<file path="src/rtl/nes_palette_pkg.sv">
// Shared types, default palette table and address helpers for the NES palette RAM.
package nes_palette_pkg;

    typedef enum logic {
        INIT = 1'b0,
        RUN  = 1'b1
    } pal_state_t;

    // Grayscale keeps only the luma bits [5:4] of the colour index.
    localparam logic [7:0] GRAY_MASK = 8'h30;

    localparam logic [7:0] PAL_INIT [32] = '{
        8'h15, 8'h2D, 8'h27, 8'h30, 8'h15, 8'h30, 8'h1A, 8'h09,
        8'h15, 8'h2D, 8'h27, 8'h30, 8'h15, 8'h27, 8'h17, 8'h0F,
        8'h15, 8'h1C, 8'h15, 8'h14, 8'h15, 8'h21, 8'h15, 8'h30,
        8'h15, 8'h1C, 8'h15, 8'h14, 8'h15, 8'h02, 8'h38, 8'h3C
    };

    function automatic logic [7:0] pal_init_value(input logic [4:0] idx);
        return PAL_INIT[idx];
    endfunction

    // Sprite backdrop entries ($3F10/14/18/1C) alias the background ones.
    function automatic logic [15:0] mirror_addr(input logic [15:0] addr, input int unsigned addr_w);
        logic [15:0] m;
        m = addr;
        if (addr_w >= 5 && addr[1:0] == 2'b00)
            m = addr & ~(16'h0001 << (addr_w - 1));
        return m;
    endfunction

endpackage

</file>
<file path="src/rtl/nes_palette_ram_if.sv">
// CPU-side read/write bus of the palette RAM (PPU register block to palette).
interface nes_palette_ram_if #(
    parameter int unsigned ADDR_W = 5,
    parameter int unsigned DATA_W = 6
);
    logic [ADDR_W-1:0] cpu_addr;
    logic              cpu_wr_valid;
    logic              cpu_wr_ready;
    logic [DATA_W-1:0] cpu_wdata;
    logic              cpu_rd_en;
    logic [DATA_W-1:0] cpu_rdata;
    logic              cpu_rvalid;

    modport master (
        output cpu_addr, cpu_wr_valid, cpu_wdata, cpu_rd_en,
        input  cpu_wr_ready, cpu_rdata, cpu_rvalid
    );

    modport slave (
        input  cpu_addr, cpu_wr_valid, cpu_wdata, cpu_rd_en,
        output cpu_wr_ready, cpu_rdata, cpu_rvalid
    );
endinterface

</file>
<file path="src/rtl/nes_palette_init_fsm.sv">
// Init/run sequencer: walks every palette entry once loading the default table.
module nes_palette_init_fsm
    import nes_palette_pkg::*;
#(
    parameter int unsigned ADDR_W = 5,
    parameter int unsigned DATA_W = 6
) (
    input  logic              clk,
    input  logic              rst_n,
    input  logic              init_req,
    output logic              run,
    output logic              init_we,
    output logic [ADDR_W-1:0] init_addr,
    output logic [DATA_W-1:0] init_data,
    output logic              cpu_wr_ready
);
    pal_state_t        state_q, state_d;
    logic [ADDR_W-1:0] idx_q, idx_d;

    always_ff @(posedge clk or negedge rst_n) begin
        if (!rst_n) begin
            state_q      <= INIT;
            idx_q        <= '0;
            cpu_wr_ready <= 1'b0;
        end else begin
            state_q      <= state_d;
            idx_q        <= idx_d;
            cpu_wr_ready <= (state_d == RUN);
        end
    end

    always_comb begin
        state_d   = state_q;
        idx_d     = idx_q;
        init_we   = 1'b0;
        run       = 1'b0;
        init_addr = idx_q;
        init_data = DATA_W'(pal_init_value(5'(idx_q)));
        case (state_q)
            INIT: begin
                init_we = 1'b1;
                // idx parks on the last entry; no second pass.
                if (idx_q == '1)
                    state_d = RUN;
                else
                    idx_d = idx_q + 1'b1;
            end
            RUN: begin
                run = 1'b1;
                if (init_req) begin
                    state_d = INIT;
                    idx_d   = '0;
                end
            end
            default: state_d = INIT;
        endcase
    end

endmodule

</file>
<file path="src/rtl/nes_palette_ram.sv">
// Writable NES palette RAM with renderer and CPU ports and backdrop mirroring.
// Optional grayscale output masking is enabled by defining NES_PALETTE_GRAY_EN.
module nes_palette_ram
    import nes_palette_pkg::*;
#(
    parameter int unsigned ADDR_W = 5,
    parameter int unsigned DATA_W = 6
) (
    input  logic              clk,
    input  logic              rst_n,
    input  logic              init_req,
    input  logic [ADDR_W-1:0] ren_addr,
    output logic [DATA_W-1:0] ren_data,
`ifdef NES_PALETTE_GRAY_EN
    input  logic              gray,
`endif
    nes_palette_ram_if.slave  cpu
);
    localparam int unsigned DEPTH = 1 << ADDR_W;
    localparam logic [DATA_W-1:0] GRAY_BITS = DATA_W'(GRAY_MASK);

    logic [DATA_W-1:0] mem [DEPTH];

    logic              run;
    logic              init_we;
    logic              wr_ready;
    logic [ADDR_W-1:0] init_addr;
    logic [DATA_W-1:0] init_data;
    logic [ADDR_W-1:0] init_phys;
    logic [ADDR_W-1:0] ren_phys;
    logic [ADDR_W-1:0] cpu_phys;
    logic              cpu_we;
    logic              cpu_re;
    logic [DATA_W-1:0] cpu_rd_word;
    logic [DATA_W-1:0] out_mask;

    nes_palette_init_fsm #(
        .ADDR_W (ADDR_W),
        .DATA_W (DATA_W)
    ) u_init_fsm (
        .clk          (clk),
        .rst_n        (rst_n),
        .init_req     (init_req),
        .run          (run),
        .init_we      (init_we),
        .init_addr    (init_addr),
        .init_data    (init_data),
        .cpu_wr_ready (wr_ready)
    );

    assign cpu.cpu_wr_ready = wr_ready;

    assign init_phys = ADDR_W'(mirror_addr(16'(init_addr), ADDR_W));
    assign ren_phys  = ADDR_W'(mirror_addr(16'(ren_addr), ADDR_W));
    assign cpu_phys  = ADDR_W'(mirror_addr(16'(cpu.cpu_addr), ADDR_W));

    assign cpu_we = cpu.cpu_wr_valid && wr_ready;
    assign cpu_re = cpu.cpu_rd_en && run;

    // CPU read and write share cpu_addr, so a concurrent write is forwarded.
    assign cpu_rd_word = cpu_we ? cpu.cpu_wdata : mem[cpu_phys];

`ifdef NES_PALETTE_GRAY_EN
    assign out_mask = gray ? GRAY_BITS : '1;
`else
    assign out_mask = '1;
`endif

    // init_we and cpu_we are never both set: wr_ready is low throughout INIT.
    always_ff @(posedge clk) begin
        if (init_we)
            mem[init_phys] <= init_data;
        else if (cpu_we)
            mem[cpu_phys] <= cpu.cpu_wdata;
    end

    always_ff @(posedge clk or negedge rst_n) begin
        if (!rst_n) begin
            ren_data       <= '0;
            cpu.cpu_rdata  <= '0;
            cpu.cpu_rvalid <= 1'b0;
        end else begin
            ren_data       <= run ? (mem[ren_phys] & out_mask) : '0;
            cpu.cpu_rvalid <= cpu_re;
            if (cpu_re)
                cpu.cpu_rdata <= cpu_rd_word & out_mask;
        end
    end

endmodule

</file>
<file path="src/flat_wrapper.sv">
// flat-port wrapper written by rule: the top's interface ports become plain ports
module nes_palette_ram_flat import nes_palette_pkg::*;
#(
    parameter int unsigned ADDR_W = 5,
    parameter int unsigned DATA_W = 6
)
  (clk, rst_n, init_req, ren_addr, ren_data, cpu_cpu_addr, cpu_cpu_wr_valid, cpu_cpu_wdata, cpu_cpu_rd_en, cpu_cpu_wr_ready, cpu_cpu_rdata, cpu_cpu_rvalid);
  nes_palette_ram_if #(.ADDR_W(ADDR_W), .DATA_W(DATA_W)) cpu_i ();
  input  logic clk;
  input  logic rst_n;
  input  logic init_req;
  input  logic [ADDR_W-1:0] ren_addr;
  output logic [DATA_W-1:0] ren_data;
  input wire logic [$bits(cpu_i.cpu_addr)-1:0] cpu_cpu_addr;
  input wire logic [$bits(cpu_i.cpu_wr_valid)-1:0] cpu_cpu_wr_valid;
  input wire logic [$bits(cpu_i.cpu_wdata)-1:0] cpu_cpu_wdata;
  input wire logic [$bits(cpu_i.cpu_rd_en)-1:0] cpu_cpu_rd_en;
  output wire logic [$bits(cpu_i.cpu_wr_ready)-1:0] cpu_cpu_wr_ready;
  output wire logic [$bits(cpu_i.cpu_rdata)-1:0] cpu_cpu_rdata;
  output wire logic [$bits(cpu_i.cpu_rvalid)-1:0] cpu_cpu_rvalid;
  assign cpu_i.cpu_addr = cpu_cpu_addr;
  assign cpu_i.cpu_wr_valid = cpu_cpu_wr_valid;
  assign cpu_i.cpu_wdata = cpu_cpu_wdata;
  assign cpu_i.cpu_rd_en = cpu_cpu_rd_en;
  assign cpu_cpu_wr_ready = cpu_i.cpu_wr_ready;
  assign cpu_cpu_rdata = cpu_i.cpu_rdata;
  assign cpu_cpu_rvalid = cpu_i.cpu_rvalid;
  nes_palette_ram #(.ADDR_W(ADDR_W), .DATA_W(DATA_W)) u_core (.clk(clk), .rst_n(rst_n), .init_req(init_req), .ren_addr(ren_addr), .ren_data(ren_data), .cpu(cpu_i));
endmodule
</file>
<file path="config.mk">
export PLATFORM = sky130hd
export DESIGN_NAME = nes_palette_ram_flat
export DESIGN_NICKNAME = d
export VERILOG_FILES = /design/src/rtl/nes_palette_pkg.sv /design/src/rtl/nes_palette_ram_if.sv /design/src/rtl/nes_palette_init_fsm.sv /design/src/rtl/nes_palette_ram.sv /design/src/flat_wrapper.sv
export SDC_FILE = /design/constraint.sdc
export NUM_CORES = 1
export LEC_CHECK = 0
export CAP_MARGIN = 20
export CORE_UTILIZATION = 45
export DETAILED_ROUTE_END_ITERATION = 16
export PLACE_DENSITY = 0.72
export SETUP_SLACK_MARGIN = 0.02
export SLEW_MARGIN = 20
export SYNTH_ARGS = -nofsm -noshare
export SYNTH_HDL_FRONTEND = slang
export SYNTH_SLANG_ARGS = --single-unit
</file>
<file path="constraint.sdc">
create_clock -name clk -period 4.7 [get_ports clk]
set_input_delay 0.47 -clock clk [delete_from_list [all_inputs] [get_ports clk]]
set_output_delay 0.47 -clock clk [all_outputs]
set_load 0.005 [all_outputs]
</file>
==> results of run 1 <==
==> routing by layer <==
metal	track usage, %	vias up
met5	0	-
met4	8.062	0
met3	4.203	53
met2	36.95	379
met1	31.11	3475
li1	-	2957
==> worst reg2reg max path: cells and delay by family (launching register included) <==
| kind | cells | cell delay, ps |
|---|---|---|
| simple gates | 4 | 1640 |
| flops | 1 | 860 |
| compound gates | 1 | 170 |
==> power groups by stage <==
stage	Clock [mW]	Combinational (mW)	Sequential (mW)
detailed placement	0	1.85	3.07
finish	1.63	1.86	3.05
floorplan	0	1.13	2.95
global placement	0	1.81	3.07
CTS	1.64	1.85	3.04
global route	1.72	1.99	3.08
==> path summary, 6_finish.rpt <==
| path | end | slack [ps] | cells after the start |
|---|---|---|---|
| min | u_core.u_init_fsm.init_addr[2] | 510 | 1 |
| min in group clk | u_core.cpu.cpu_rdata[2] | 530 | 2 |
| min reg2reg | u_core.cpu.cpu_rdata[2] | 530 | 2 |
| max in group asynchronous | u_core.cpu.cpu_rdata[5] | 3570 | 1 |
| max reg2reg | u_core.mem[14][0] | 1650 | 5 |
| max | u_core.mem[14][0] | 1650 | 5 |
==> cell usage after synthesis, types with 7 or more instances <==
cell,number,area (um2)
o21ai_0,23,115.1
buf_2,14,70.07
a22oi_1,15,112.6
o221ai_1,14,122.6
nand2_1,32,120.1
a21oi_1,37,185.2
dfrtp_1,19,475.5
inv_1,25,93.84
nor2b_1,15,93.84
nand2b_1,8,50.05
mux2_2,9,101.4
mux2i_1,49,490.5
mux4_2,48,1081
nor2_1,61,229.0
clkbuf_1,20,75.07
a31oi_1,8,50.05
nand3_1,23,115.1
mux4_1,11,289.0
nor3_1,13,65.06
ha_1,7,87.58
edfxtp_1,190,5705
o22ai_1,15,93.84
==> per-stage QoR <==
step	std cells	hold WS (ps)	power (mW)
floorplan	731	174.4	4.082
global placement	1015	483.8	4.880
detailed placement	1015	517.0	4.920
CTS	1055	530.4	6.536
global route	1055	560.7	6.791
finish	1056	505.6	6.538
==> state kept, by name, indices dropped and copies added (netlist names) <==
name                         count
u_core.u_init_fsm.init_addr      5
u_core.cpu.cpu_rdata             6
u_core.cpu.cpu_rvalid            1
u_core.ren_data                  6
u_core.u_init_fsm.state_q        1
u_core.mem                     190
==> layout make-up <==
cell class,instances,area [um2]
antenna,1,2.502
clock buffer,26,586.8
clock inverter,14,97.59
fill,1882,11090
inverter,26,97.59
multi-input combinational,446,3867
sequential,209,6181
tap,285,356.6
timing repair buffer,49,430.4
==> cell families (layout without fill, tap and decap cells) <==
family,after synthesis,count (layout),synth area share (%)
flops,209,209,59.09
simple gates,166,166,7.297
compound gates,155,155,9.821
mux,117,117,18.76
buf+inv,76,115,4.115
fa+ha+maj,7,7,0.8373
xor+xnor,1,1,0.08375
other cells,0,1,0
==> layout by cell type, fill, tap and decap left out, types with 3 or more instances in the layout <==
cell | Yosys | routed
o21ai_0 | 23 | 22
and2_1 | 4 | 4
o21a_1 | 4 | 4
o221ai_1 | 14 | 14
clkbuf_1 | 20 | 3
mux4_1 | 11 | 11
buf_2 | 14 | 4
clkinv_2 | 0 | 4
a211oi_1 | 6 | 6
mux4_2 | 48 | 48
mux2_2 | 9 | 9
dfrtp_1 | 19 | 19
nand2_1 | 32 | 32
clkbuf_16 | 0 | 23
nor2b_1 | 15 | 15
buf_4 | 3 | 16
nor3_1 | 13 | 13
clkinv_4 | 0 | 5
clkdlybuf4s50_1 | 0 | 29
ha_1 | 7 | 7
and3_1 | 4 | 4
nor2_1 | 61 | 60
o32ai_1 | 4 | 4
nand3_1 | 23 | 23
a221oi_1 | 3 | 3
a21o_1 | 6 | 5
mux2i_1 | 49 | 49
inv_1 | 25 | 25
a31oi_1 | 8 | 8
nand2b_1 | 8 | 8
a21oi_1 | 37 | 34
clkinvlp_4 | 0 | 4
a22oi_1 | 15 | 15
o22ai_1 | 15 | 15
edfxtp_1 | 190 | 190
o21ai_1 | 6 | 6
a21oi_2 | 1 | 4
==> impl_metrics.env, run 1 <==
export IMPL_top_layer="met4"
export IMPL_synthFlopType="edfxtp_1"
export IMPL_pin_count=35
export IMPL_drc_errors=0
export IMPL_crit_path_start="u_core.u_init_fsm.state_q"
export IMPL_io_buffer_count=34
export IMPL_p_switching_mw=2.226
export IMPL_critPathCaptureType="flop"
export IMPL_critical_path_buf_inv_count=0
export IMPL_die_h_um=154.5
export IMPL_max_freq_mhz=328.4
export IMPL_antenna_found_initial=1
export IMPL_crit_chain="nand2_1 > and3_1 > a21oi_1 > nand2_1 > nor2_1"
export IMPL_leakagePower_nw=3.979
export IMPL_p_per_area_nw_per_um2=562.7
export IMPL_final_antenna_net_count=0
export IMPL_seqPwrFrac_pct=46.6
export IMPL_period_minus_slack_ps=3045
export IMPL_initial_utilization_pct=46.06
export IMPL_via_per_inst=6.500
export IMPL_drt_initial_drc_count=853
export IMPL_cts_tree="yes"
export IMPL_die_w_um=154.5
export IMPL_critPathRequiredTime_ps=4830
export IMPL_cap_viol_max_count=0
export IMPL_arrival_ps=3180
export IMPL_clk_pin_slew_ps=70
export IMPL_clockBufferDepth=3
export IMPL_synth_cell_types=54
export IMPL_fin_util_pct=51.17
export IMPL_setup_viol=0
export IMPL_synthCells=731
export IMPL_p_clk_share_pct=25.0
export IMPL_nets=782
export IMPL_syn_avg_cell_area_um2=14.31
export IMPL_dp_hpwl_um=18320
export IMPL_ctsHoldBuffers=0
export IMPL_crit_fanout=24
export IMPL_pre_cts_slack_ps=1537
export IMPL_p_comb_share_pct=28.5
export IMPL_skew_ps=15.90
export IMPL_slew_viol_final=0
export IMPL_postCtsResizedCells=0
export IMPL_clkSinkCount=209
export IMPL_wl_met1_um=10750
export IMPL_overflow=0
export IMPL_dieArea_um2=23860
export IMPL_htreeDepth=1
export IMPL_num_rows=55
export IMPL_syn_nets=759
export IMPL_clock_latency_ps=510
export IMPL_worstSetupPathType="reg2reg"
export IMPL_cts_setup_buffers=0
export IMPL_dr_pass1_iters=5
export IMPL_placed_area_um2=10930
export IMPL_place_congestion=0.9094
export IMPL_cts_made_buffers=22
export IMPL_vdd_drop_max_uv=381.4
export IMPL_outcome="completed"
export IMPL_switching_share_pct=34.05
export IMPL_r2r_start="u_core.u_init_fsm.state_q"
export IMPL_start_kind="flop"
export IMPL_grt_pass1_wl_um=40590
export IMPL_crit_family="simple AND/OR/NAND/NOR gates"
export IMPL_layout_drive_gt1_share_pct=16.23
export IMPL_p_int_mw=4.312
export IMPL_root_buffer="clkbuf_16"
export IMPL_rsz0062_at_grt="no"
export IMPL_setup_tns_ps=0
export IMPL_relSlewSlack_pct=29.03
export IMPL_hp_class="in2async"
export IMPL_slowest_stage="dfrtp_1"
export IMPL_fp_coreArea_um2=22710
export IMPL_cp_common_cell="nand2_1"
export IMPL_drt_total_wl_um=26860
export IMPL_synth_edf_count=190
export IMPL_avgRoutedWirePerCell_um=25.44
export IMPL_grt_start_max_net_pins=41
export IMPL_syn2layout_area_growth_pct=11.09
export IMPL_final_area_um2=11620
export IMPL_setup_slack_ps=1655
export IMPL_hold_viol=0
export IMPL_syn_area_um2=10460
export IMPL_vias=6864
export IMPL_yosysSeqAreaShare_pct=59.09
export IMPL_slowest_delay_ps=860
export IMPL_grt_pass1_vias=6704
export IMPL_async_flop_share_pct=9.091
export IMPL_synth_warnings=0
export IMPL_grtUsageTotal_pct=22.85
export IMPL_dr_wl_met2_um=12860
export IMPL_ys_seq_elements=209
export IMPL_worst_slew_pin_slew_ps=1065
export IMPL_post_route_period_util_pct=64.79
export IMPL_wl_met3_um=2399
Note: power is estimated with default switching activity, not from simulation.
==> run 2: changes to the inputs <==
==> constraint.sdc (replaced) <==
create_clock -name clk -period 3.1 [get_ports clk]
set_input_delay 0.31 -clock clk [delete_from_list [all_inputs] [get_ports clk]]
set_output_delay 0.31 -clock clk [all_outputs]
set_load 0.005 [all_outputs]
==> impl_metrics.env, run 2 (synthesis gave the netlist of run 1 again) <==
export IMPL_seqPwrFrac_pct=45.2
export IMPL_reg_largest_list="u_core.mem: 190 flops, u_core.cpu.cpu_rdata: 6 flops, u_core.ren_data: 6 flops"
export IMPL_max_freq_mhz=392.8
export IMPL_arrival_ps=2670
export IMPL_rsz0062_at_grt="no"
export IMPL_dieArea_um2=23860
export IMPL_cap_viol_max_count=0
export IMPL_die_h_um=154.5
export IMPL_avgRoutedWirePerCell_um=25.10
export IMPL_p_switching_mw=3.366
export IMPL_post_route_period_util_pct=82.12
export IMPL_leakagePower_nw=4.123
export IMPL_postCtsResizedCells=0
export IMPL_cts_setup_buffers=0
export IMPL_io_buffer_count=34
export IMPL_p_per_area_nw_per_um2=845.8
export IMPL_clockBufferDepth=3
export IMPL_critPathRequiredTime_ps=3230
export IMPL_setup_viol=0
export IMPL_r2r_end="u_core.mem[30][3]"
export IMPL_crit_chain="inv_1 > ha_1 > inv_1 > and3_1 > a21o_1 > nand2_1 > nor2_1"
export IMPL_worst_slew_pin_slew_ps=1023
export IMPL_most_common_layout_cells="190 x edfxtp_1, 60 x nor2_1, 49 x mux2i_1, 48 x mux4_2, 45 x buf_4"
export IMPL_fp_coreArea_um2=22710
export IMPL_final_antenna_net_count=0
export IMPL_layout_commonest_cell="edfxtp_1"
export IMPL_cts_made_buffers=21
export IMPL_dr_pass1_iters=6
export IMPL_hold_viol=0
export IMPL_dp_hpwl_um=18950
export IMPL_start_kind="flop"
export IMPL_stdcell_count=1084
export IMPL_r2r_worst_path_cells=7
export IMPL_clkSinkCount=209
export IMPL_via_per_inst=6.323
export IMPL_skew_ps=12.61
export IMPL_ctsHoldBuffers=0
export IMPL_vdd_drop_max_uv=466.2
export IMPL_r2r_slack_ps=550
export IMPL_initial_utilization_pct=46.06
export IMPL_crit_path_end="u_core.mem[30][3]"
export IMPL_die_w_um=154.5
export IMPL_grt_use_met2_pct=37.02
export IMPL_regMostFlops="u_core.mem"
export IMPL_period_minus_slack_ps=2546
export IMPL_p_comb_share_pct=31.4
export IMPL_hp_class="in2async"
export IMPL_drt_total_wl_um=27210
export IMPL_overflow=0
export IMPL_r2r_start="u_core.u_init_fsm.init_addr[1]"
export IMPL_fillerInstances=1821
export IMPL_grt_pass1_vias=6680
export IMPL_cp_common_cell="inv_1"
export IMPL_largest_reg_flops=190
export IMPL_switching_share_pct=33.68
export IMPL_relSlewSlack_pct=31.59
export IMPL_drt_initial_drc_count=900
export IMPL_p_clk_share_pct=23.4
export IMPL_slowest_stage="dfrtp_1"
export IMPL_dp_cells=1046
export IMPL_clock_latency_ps=500
export IMPL_grt_met3_usage_pct=4.175
export IMPL_slowest_delay_ps=570
export IMPL_p_int_mw=6.629
export IMPL_outcome="completed"
export IMPL_place_congestion=0.9037
export IMPL_grt_start_max_net_pins=48
export IMPL_drc_errors=0
export IMPL_busiest_layer="met2"
export IMPL_crit_fanout=12
export IMPL_slew_viol_final=0
export IMPL_syn2layout_area_growth_pct=12.97
export IMPL_htreeDepth=1
export IMPL_critPathCaptureType="flop"
export IMPL_num_rows=55
export IMPL_cts_tree="yes"
export IMPL_timing_hold_ws_ps=374.2
export IMPL_layout_drive_gt1_share_pct=18.30
export IMPL_worstSetupPathType="reg2reg"
export IMPL_vias=6854
export IMPL_root_buffer="clkbuf_16"
export IMPL_grtUsageTotal_pct=23.14
export IMPL_crit_path_start="u_core.u_init_fsm.init_addr[1]"
export IMPL_nets=812
export IMPL_pin_count=35
export IMPL_grt_met1_usage_pct=32.11
export IMPL_grt_pass1_wl_um=41140
export IMPL_setup_tns_ps=0
export IMPL_antenna_found_initial=1
export IMPL_clk_pin_slew_ps=70
[run 2: cell count changes in the layout (fill, tap and decap cells not counted), moves of 2 or more]
cell / before / now
buf_12: 0 / 2
buf_4: 16 / 45
clkbuf_16: 23 / 21
clkinv_1: 2 / 9
clkinv_4: 5 / 0
clkinvlp_4: 4 / 1
[run 2: area by class of cell]
type / count / area [um2] / share of cell area, %
flip-flops and latches: 209 / 6181 / 52.31
inverters: 26 / 97.59 / 0.8259
diodes: 1 / 2.502 / 0.02118
multi-input cells: 446 / 3866 / 32.72
clock inverters: 14 / 91.34 / 0.7730
repair buffers: 80 / 688.2 / 5.824
well taps: 285 / 356.6 / 3.018
clock buffers: 23 / 533.0 / 4.511
[run 2: worst min path at each step]
stage,depth (start not counted),startpoint,to,slack (ps)
floorplan,0,rst_n,u_core.cpu.cpu_rdata[0],10
global placement,3,u_core.cpu.cpu_rdata[4],u_core.cpu.cpu_rdata[4],530
detailed placement,3,u_core.cpu.cpu_rdata[4],u_core.cpu.cpu_rdata[4],540
CTS,1,rst_n,u_core.cpu.cpu_rdata[4],380
global route,1,rst_n,u_core.cpu.cpu_rdata[4],420
finish,1,rst_n,u_core.cpu.cpu_rdata[4],370
[run 2: per-stage QoR]
step / worst slack (ps) / power, mW / cell area [um2] / utilization, %
3_3_place_gp: 508.3 / 7.594 / 11190 / 49.27
4_1_cts: 619.5 / 9.969 / 11810 / 52.02
5_1_grt: 422.0 / 10.39 / 11810 / 52.02
6_report: 554.2 / 9.995 / 11820 / 52.03
2_1_floorplan: 265.8 / 6.189 / 10460 / -
3_5_place_dp: 443.7 / 7.665 / 11190 / 49.27
[run 2: routing by layer]
| metal | vias to the layer above | part of all wire (%) | wire length, um |
|---|---|---|---|
| met3 | 60 | 10 | 2713 |
| li1 | 3008 | - | - |
| met5 | - | 0 | 0 |
| met2 | 412 | 46 | 12620 |
| met4 | 0 | 3.0 | 824 |
| met1 | 3374 | 41 | 11040 |
[run 2: critical path: cells and delay by family, from the launching register on]
kind            cells  cell delay (ps)
simple gates        3              940
flops               1              570
fa+ha+maj           1              260
compound gates      1              130
buf+inv             2              290
[run 2: power by group through the flow]
| stage | Combinational [mW] | Sequential [mW] | Clock [mW] |
|---|---|---|---|
| after floorplan | 1.72 | 4.47 | 0 |
| after CTS | 3.10 | 4.51 | 2.36 |
| after global routing | 3.37 | 4.56 | 2.46 |
| after global placement | 3.05 | 4.55 | 0 |
| final | 3.14 | 4.52 | 2.33 |
| after detailed placement | 3.10 | 4.56 | 0 |
